File: config.mk
export PLATFORM = sky130hd
export DESIGN_NAME = bfly_out_port_sched
export DESIGN_NICKNAME = d
export VERILOG_FILES = /design/src/rtl/bfly_out_port_sched.sv
export SDC_FILE = /design/constraint.sdc
export NUM_CORES = 1
export LEC_CHECK = 0
export CAP_MARGIN = 40
export CORE_MARGIN = 10
export CORE_UTILIZATION = 54
export DETAILED_ROUTE_END_ITERATION = 12
export GPL_ROUTABILITY_DRIVEN = 0
export HOLD_SLACK_MARGIN = 0.12
export PLACE_DENSITY = 0.85
export SLEW_MARGIN = 10
export SYNTH_ARGS = -nofsm -noshare
export SYNTH_HDL_FRONTEND = slang
export SYNTH_SLANG_ARGS = --single-unit
export TNS_END_PERCENT = 20
File: constraint.sdc
create_clock -name clk -period 14.4 [get_ports clk]
set_input_delay 4.32 -clock clk [delete_from_list [all_inputs] [get_ports clk]]
set_output_delay 4.32 -clock clk [all_outputs]
set_load 0.05 [all_outputs]
File: src/rtl/bfly_out_port_sched.sv
// Output-port packet scheduler for the butterfly switch: two-class arbitration
// (priority first, round-robin within a class), packet-long mux hold, a
// starvation guard on the priority class and a payload-length watchdog.
module bfly_out_port_sched #(
    parameter int unsigned PORTS       = 4,
    parameter int unsigned MAX_PAYLOAD = 15,
    parameter int unsigned PRI_BURST   = 3
) (
    input  logic                  clk,
    input  logic                  rst_n,
    input  logic [1:0]            r_adr,
    input  logic [PORTS-1:0][3:0] in_ch_hdr_msn,
    input  logic [PORTS-1:0]      priority_field,
    input  logic                  out_ready,
    output logic [PORTS-1:0]      sel,
    output logic                  shift,
    output logic                  busy,
    output logic [1:0]            owner,
    output logic                  timeout_err
);

    // Channel index width is tied to the 2-bit destination field (PORTS = 4).
    localparam int unsigned IDX_W = 2;
    localparam int unsigned PKT_W = 8;
    localparam int unsigned PRI_W = 4;
    localparam logic [1:0]  TYPE_HDR = 2'b11;
    localparam logic [1:0]  TYPE_PAY = 2'b10;

    typedef enum logic {
        ST_IDLE = 1'b0,
        ST_BUSY = 1'b1
    } state_t;

    state_t             state_q, state_d;
    logic [IDX_W-1:0]   owner_q, owner_d;
    logic [IDX_W-1:0]   rr_ptr_q, rr_ptr_d;
    logic [PRI_W-1:0]   pri_cnt_q, pri_cnt_d;
    logic [PKT_W-1:0]   pkt_cnt_q, pkt_cnt_d;
    logic [PKT_W-1:0]   pkt_cnt_inc;
    logic               timeout_q, timeout_d;

    logic [PORTS-1:0]   req;
    logic [PORTS-1:0]   pri_req;
    logic [PORTS-1:0]   nrm_req;
    logic [PORTS-1:0]   cand;
    logic               take_pri;
    logic               found;
    logic [IDX_W-1:0]   winner;
    logic [PORTS-1:0]   sel_c;
    logic               shift_c;

    // Request decode: header flits addressed to this port.
    always_comb begin
        req = '0;
        for (int i = 0; i < int'(PORTS); i++) begin
            req[i] = (in_ch_hdr_msn[i][3:2] == TYPE_HDR) &&
                     (in_ch_hdr_msn[i][1:0] == r_adr);
        end
    end

    assign pri_req = req & priority_field;
    assign nrm_req = req & ~priority_field;

    // Priority class wins unless its burst budget is spent while normal traffic waits.
    assign take_pri = (|pri_req) && ((pri_cnt_q < PRI_W'(PRI_BURST)) || !(|nrm_req));
    assign cand     = take_pri ? pri_req : nrm_req;

    // Round-robin scan of the chosen class starting at rr_ptr (2-bit add wraps mod 4).
    always_comb begin
        winner = '0;
        found  = 1'b0;
        for (int k = 0; k < int'(PORTS); k++) begin
            if (!found && cand[rr_ptr_q + IDX_W'(k)]) begin
                winner = rr_ptr_q + IDX_W'(k);
                found  = 1'b1;
            end
        end
    end

    assign pkt_cnt_inc = pkt_cnt_q + PKT_W'(1);

    // Next-state and combinational mux select / shift.
    always_comb begin
        state_d   = state_q;
        owner_d   = owner_q;
        rr_ptr_d  = rr_ptr_q;
        pri_cnt_d = pri_cnt_q;
        pkt_cnt_d = pkt_cnt_q;
        timeout_d = 1'b0;
        sel_c     = '0;
        shift_c   = 1'b0;
        case (state_q)
            ST_IDLE: begin
                if (out_ready && found) begin
                    sel_c[winner] = 1'b1;
                    shift_c       = 1'b1;
                    owner_d       = winner;
                    rr_ptr_d      = winner + IDX_W'(1);
                    pkt_cnt_d     = '0;
                    state_d       = ST_BUSY;
                    if (take_pri && (|nrm_req)) begin
                        pri_cnt_d = (pri_cnt_q >= PRI_W'(PRI_BURST)) ?
                                    PRI_W'(PRI_BURST) : pri_cnt_q + PRI_W'(1);
                    end else begin
                        pri_cnt_d = '0;
                    end
                end
            end
            ST_BUSY: begin
                if (in_ch_hdr_msn[owner_q][3:2] == TYPE_PAY) begin
                    if (out_ready) begin
                        sel_c[owner_q] = 1'b1;
                        pkt_cnt_d      = pkt_cnt_inc;
                        // The payload reaching the limit is still forwarded, then the port frees.
                        if (pkt_cnt_inc == PKT_W'(MAX_PAYLOAD)) begin
                            state_d   = ST_IDLE;
                            timeout_d = 1'b1;
                        end
                    end
                end else begin
                    // Header or null from the owner terminates the packet; no same-cycle re-grant.
                    state_d = ST_IDLE;
                end
            end
            default: state_d = ST_IDLE;
        endcase
    end

    // State and bookkeeping registers.
    always_ff @(posedge clk or negedge rst_n) begin
        if (!rst_n) begin
            state_q   <= ST_IDLE;
            owner_q   <= '0;
            rr_ptr_q  <= '0;
            pri_cnt_q <= '0;
            pkt_cnt_q <= '0;
            timeout_q <= 1'b0;
        end else begin
            state_q   <= state_d;
            owner_q   <= owner_d;
            rr_ptr_q  <= rr_ptr_d;
            pri_cnt_q <= pri_cnt_d;
            pkt_cnt_q <= pkt_cnt_d;
            timeout_q <= timeout_d;
        end
    end

    // Mux controls are held low while reset is asserted.
    assign sel         = rst_n ? sel_c : '0;
    assign shift       = rst_n & shift_c;
    assign busy        = (state_q == ST_BUSY);
    assign owner       = owner_q;
    assign timeout_err = timeout_q;

endmodule

==> Implementation_results.wiki <==
{| class="wikitable"
! Metric !! Value
|-
| Run status || finished, final reports clean
|-
| Core region area || 2540 um^2
|-
| Dpl cells || between 200 and 250
|-
| Largest driver fanout on the critical path || 9
|-
| Clock share of power || 0.189
|-
| Static leakage || 0.763 nW
|-
| Number of distinct library cells after synthesis || 42
|-
| Nature of the critical path endpoint || output pin
|-
| Clock tree from TritonCTS || done
|-
| GR Overflow Total || 0
|-
| Number of enable flip-flop cells after synthesis || 0
|-
| Critical path required time || 10.08 ns
|-
| Maximum vdd ir drop || 0.0721 mV
|-
| Clk sink count || 18
|-
| Number of max-slew violations in the final report || 0
|-
| Worst-Skew Late Latency || 0.30 ns
|-
| Met1 Track Usage GR || 0.189
|-
| Wire length of the first global-routing pass || between 6 and 7 mm
|-
| Startpoint-to-endpoint class of the critical path || input pin to output pin
|-
| Initial antenna violation count || 0
|-
| Placement row count || 18
|-
| Unrepaired setup endpoints after global routing || false
|-
| WP data arrival || around 8.3 ns
|-
| Total of flip-flops plus latches after synthesis || 18
|-
| Proportion of register bits with asynchronous set or reset after synthesis || 1.00
|-
| Maximum count of clock buffers along a single path || 2
|-
| Synthesized net count || about 200
|-
| Hold-fix buffer count after cts || 0
|-
| Largest net degree at the start of global routing || 24
|-
| GRT Overall Usage || 0.146
|-
| Post-CTS Repair Setup Buffers || 0
|-
| Global-route track usage on met3 || 0.0408
|-
| Clock tree root buffer cell || sky130_fd_sc_hd__clkbuf_4
|-
| Final wirelength || between 3 and 4 mm
|-
| Final cell count without fillers || 226
|-
| Worst Tran Pin Value || 0.702 ns
|-
| Switching Power || approximately 0.00007 W
|-
| Dominant cell type by area after synthesis || sky130_fd_sc_hd__dfrtp_1
|-
| Die Width || ~70 um
|-
| Clk pin slew, worst setup/hold paths || ~0.10 ns
|-
| Final setup vio count || 0
|-
| I/O pins || 34
|-
| # fillers || between 150 and 200
|-
| Fraction of met2 tracks used by global routing || 0.234
|-
| Number of antenna-violating nets in the routed design || 0
|-
| Initial core utilization || 0.577
|-
| Synth Instances || around 160
|-
| Netlist Area Pre-Place || ~1500 um^2
|-
| Warnings from Yosys || 0
|-
| Highest clock rate || approximately 79 MHz
|-
| Most common cell type on the critical path || sky130_fd_sc_hd__clkdlybuf4s50_1
|-
| Number of buffers created by CTS || 3
|-
| Type of origin of the critical path || input pin
|-
| Number of buffers added on ports || 33
|-
| Cells along the critical path || clkdlybuf4s50_1 -> xnor2_1 -> nand4b_1 -> and4_4 -> o21ai_4 -> mux2i_1 -> o22ai_1 -> o21ai_0 -> and3_1 -> ha_1 -> a32oi_1 -> nor2b_1 -> clkdlybuf4s50_1
|-
| Worst hold path class || register to register
|-
| Number of antenna cells inserted || 0
|-
| Number of hold violations in the final report || 0
|-
| Number of H-tree levels || 1
|-
| Chip height || just over 70 um
|-
| Reg power frac || 0.433
|-
| Share of layout cells above drive strength 1 || 0.0816
|-
| Final Critical Period || around 13 ns
|-
| Cell with the largest stage delay on the worst path || sky130_fd_sc_hd__clkdlybuf4s50_1
|-
| Peak-usage layer in the global routing report || met2
|-
| Routed len/inst || 17.2 um
|-
| Total power divided by cell area || approximately 93 nW/um^2
|-
| Number of optimization iterations in the first detailed-route pass || 4
|-
| Internal || between 0.0001 and 0.00015 W
|-
| Area share of the largest cell type after synthesis || 0.307
|-
| Via Count || about 1,400
|-
| Final layout net count || roughly 230
|-
| Fraction of the core area covered by cells at the end of the flow || 0.717
|-
| Number of global-route vias before repair || about 1,300
|-
| Area growth syn-to-layout || 24.4%
|-
| Vias per Instance || approximately 6.2
|-
| Number of gates resized after CTS || 0
|-
| Sequential element share of the synthesized area || 0.307
|-
| Leading post-synthesis cells by cell area || sky130_fd_sc_hd__dfrtp_1, sky130_fd_sc_hd__ha_1, sky130_fd_sc_hd__xnor2_1
|-
| Largest stage delay, worst path || 0.82 ns
|-
| Number of DRC violations after detailed-routing iteration 0 || 95
|-
| Portion of total power attributed to combinational logic || 0.378
|-
| Clock skew || 0.00163 ns
|-
| Final worst path period share || 0.879
|-
| Die outline area || about 5200 um^2
|-
| Setup Total Neg Slack || 0 ns
|-
| DRC viols || 0
|-
| DP HPWL || 3.12 mm
|-
| Number of violations of the max-capacitance limit || 0
|-
| Net Sw Frac || 0.404
|-
| Syn_area_per_cell || between 8 and 9 um^2
|-
| Most instantiated flip-flop cell in the synthesis netlist || sky130_fd_sc_hd__dfrtp_1
|-
| Tightest slew margin relative to the limit || 0.530
|}
## synthesized netlist by cell type, drive strengths merged (2+ instances only)
cell type  number
dfrtp          18
mux2i           4
mux2            4
ha              7
a31oi           7
nand2          11
nand4b          4
nor2b           4
nand3           8
and3            5
nor3            4
nand4           5
o41ai           2
and2            8
o22ai           3
a32oi           5
buf             5
xnor2           9
or3             5
o21ai           6
a21oi          10
nor4            2
nor2            9
inv             9
## layout make-up
| type | instances | area [um^2] | area share |
|---|---|---|---|
| Timing Repair Buffer | 34 | 338 | 0.185 |
| Sequential cell | 18 | 450 | 0.247 |
| Inverter | 9 | 33.8 | 0.0185 |
| Multi-Input combinational cell | 131 | 930 | 0.509 |
| Tap cell | 30 | 37.5 | 0.0206 |
| Clock buffer | 4 | 36.3 | 0.0199 |
## placed cells by master (no fill, tap or decap), drive strengths merged, types with 2 or more instances in the layout
master,count
dfrtp,18
nor2b,4
o22ai,3
mux2i,4
clkdlybuf4s50,33
and2,8
ha,7
a32oi,5
nand2,11
a31oi,7
nand3,8
nor4,2
nand4b,4
xnor2,9
nor3,4
o21ai,6
or3,5
inv,9
o41ai,2
and3,5
nand4,5
clkbuf,4
a21oi,10
mux2,4
nor2,9
## cell families (layout without fill, tap and decap cells)
kind of cell | count (synthesis) | after routing | share of synthesized area
simple gates | 68 | 68 | 0.261
compound gates | 39 | 39 | 0.199
flops | 18 | 18 | 0.307
buf+inv | 15 | 47 | 0.0597
xor+xnor | 9 | 9 | 0.0537
mux | 8 | 8 | 0.0605
fa+ha+maj | 7 | 7 | 0.0597
## final timing paths
path                            slack [ns]            to  cells past startpoint          from
worst min register to register        0.51  pri_cnt_q[1]                      2  pri_cnt_q[1]
min in group asynchronous             4.34  pri_cnt_q[3]                      2         rst_n
max in group asynchronous             9.84  pkt_cnt_q[6]                      2         rst_n
worst max register to register       11.48   rr_ptr_q[1]                     10  pri_cnt_q[0]
worst min-delay path                  0.51  pri_cnt_q[1]                      2  pri_cnt_q[1]
worst max-delay path                  1.74        sel[3]                     13      r_adr[0]
## critical path, delay by kind of cell
family	cells	cell delay [ns]
AOI/OAI and AO/OA	4	0.86
and+or+nand+nor	4	0.86
muxes	1	0.50
xor gates and xnor gates	1	0.19
adders and majority gates	1	0.17
buffers and inverters	2	1.43
## through the flow
step                setup WS (ns)  total power, W  hold WS [ns]  area (um^2)
finish                       1.74        0.000170         0.509         1830
global route                 1.47        0.000182         0.555         1830
CTS                          1.77        0.000171         0.509         1830
detailed placement           1.77        0.000138         0.477         1790
global placement             2.04        0.000135         0.482         1790
floorplan                    2.91        0.000115         0.446         1470
## state kept, by name, summed over array words and instances, names as in the netlist
signal	cells
pri_cnt_q	4
owner	2
pkt_cnt_q	8
busy	1
rr_ptr_q	2
timeout_err	1
## layer usage
metal,vias to the layer above,part of all wire
li1,684,-
met1,662,0.46
met2,43,0.48
met3,6,0.060
met4,0,0.0098
met5,-,0
## power groups by stage
stage          Combinational, W  Clock [W]  Sequential, W
2_1_floorplan         0.0000377          0      0.0000769
3_3_place_gp          0.0000619          0      0.0000728
3_5_place_dp          0.0000643          0      0.0000739
4_1_cts               0.0000646  0.0000331      0.0000730
5_1_grt               0.0000710  0.0000359      0.0000749
6_report              0.0000645  0.0000322      0.0000738
No activity file was read; power rests on OpenSTA's default activity.
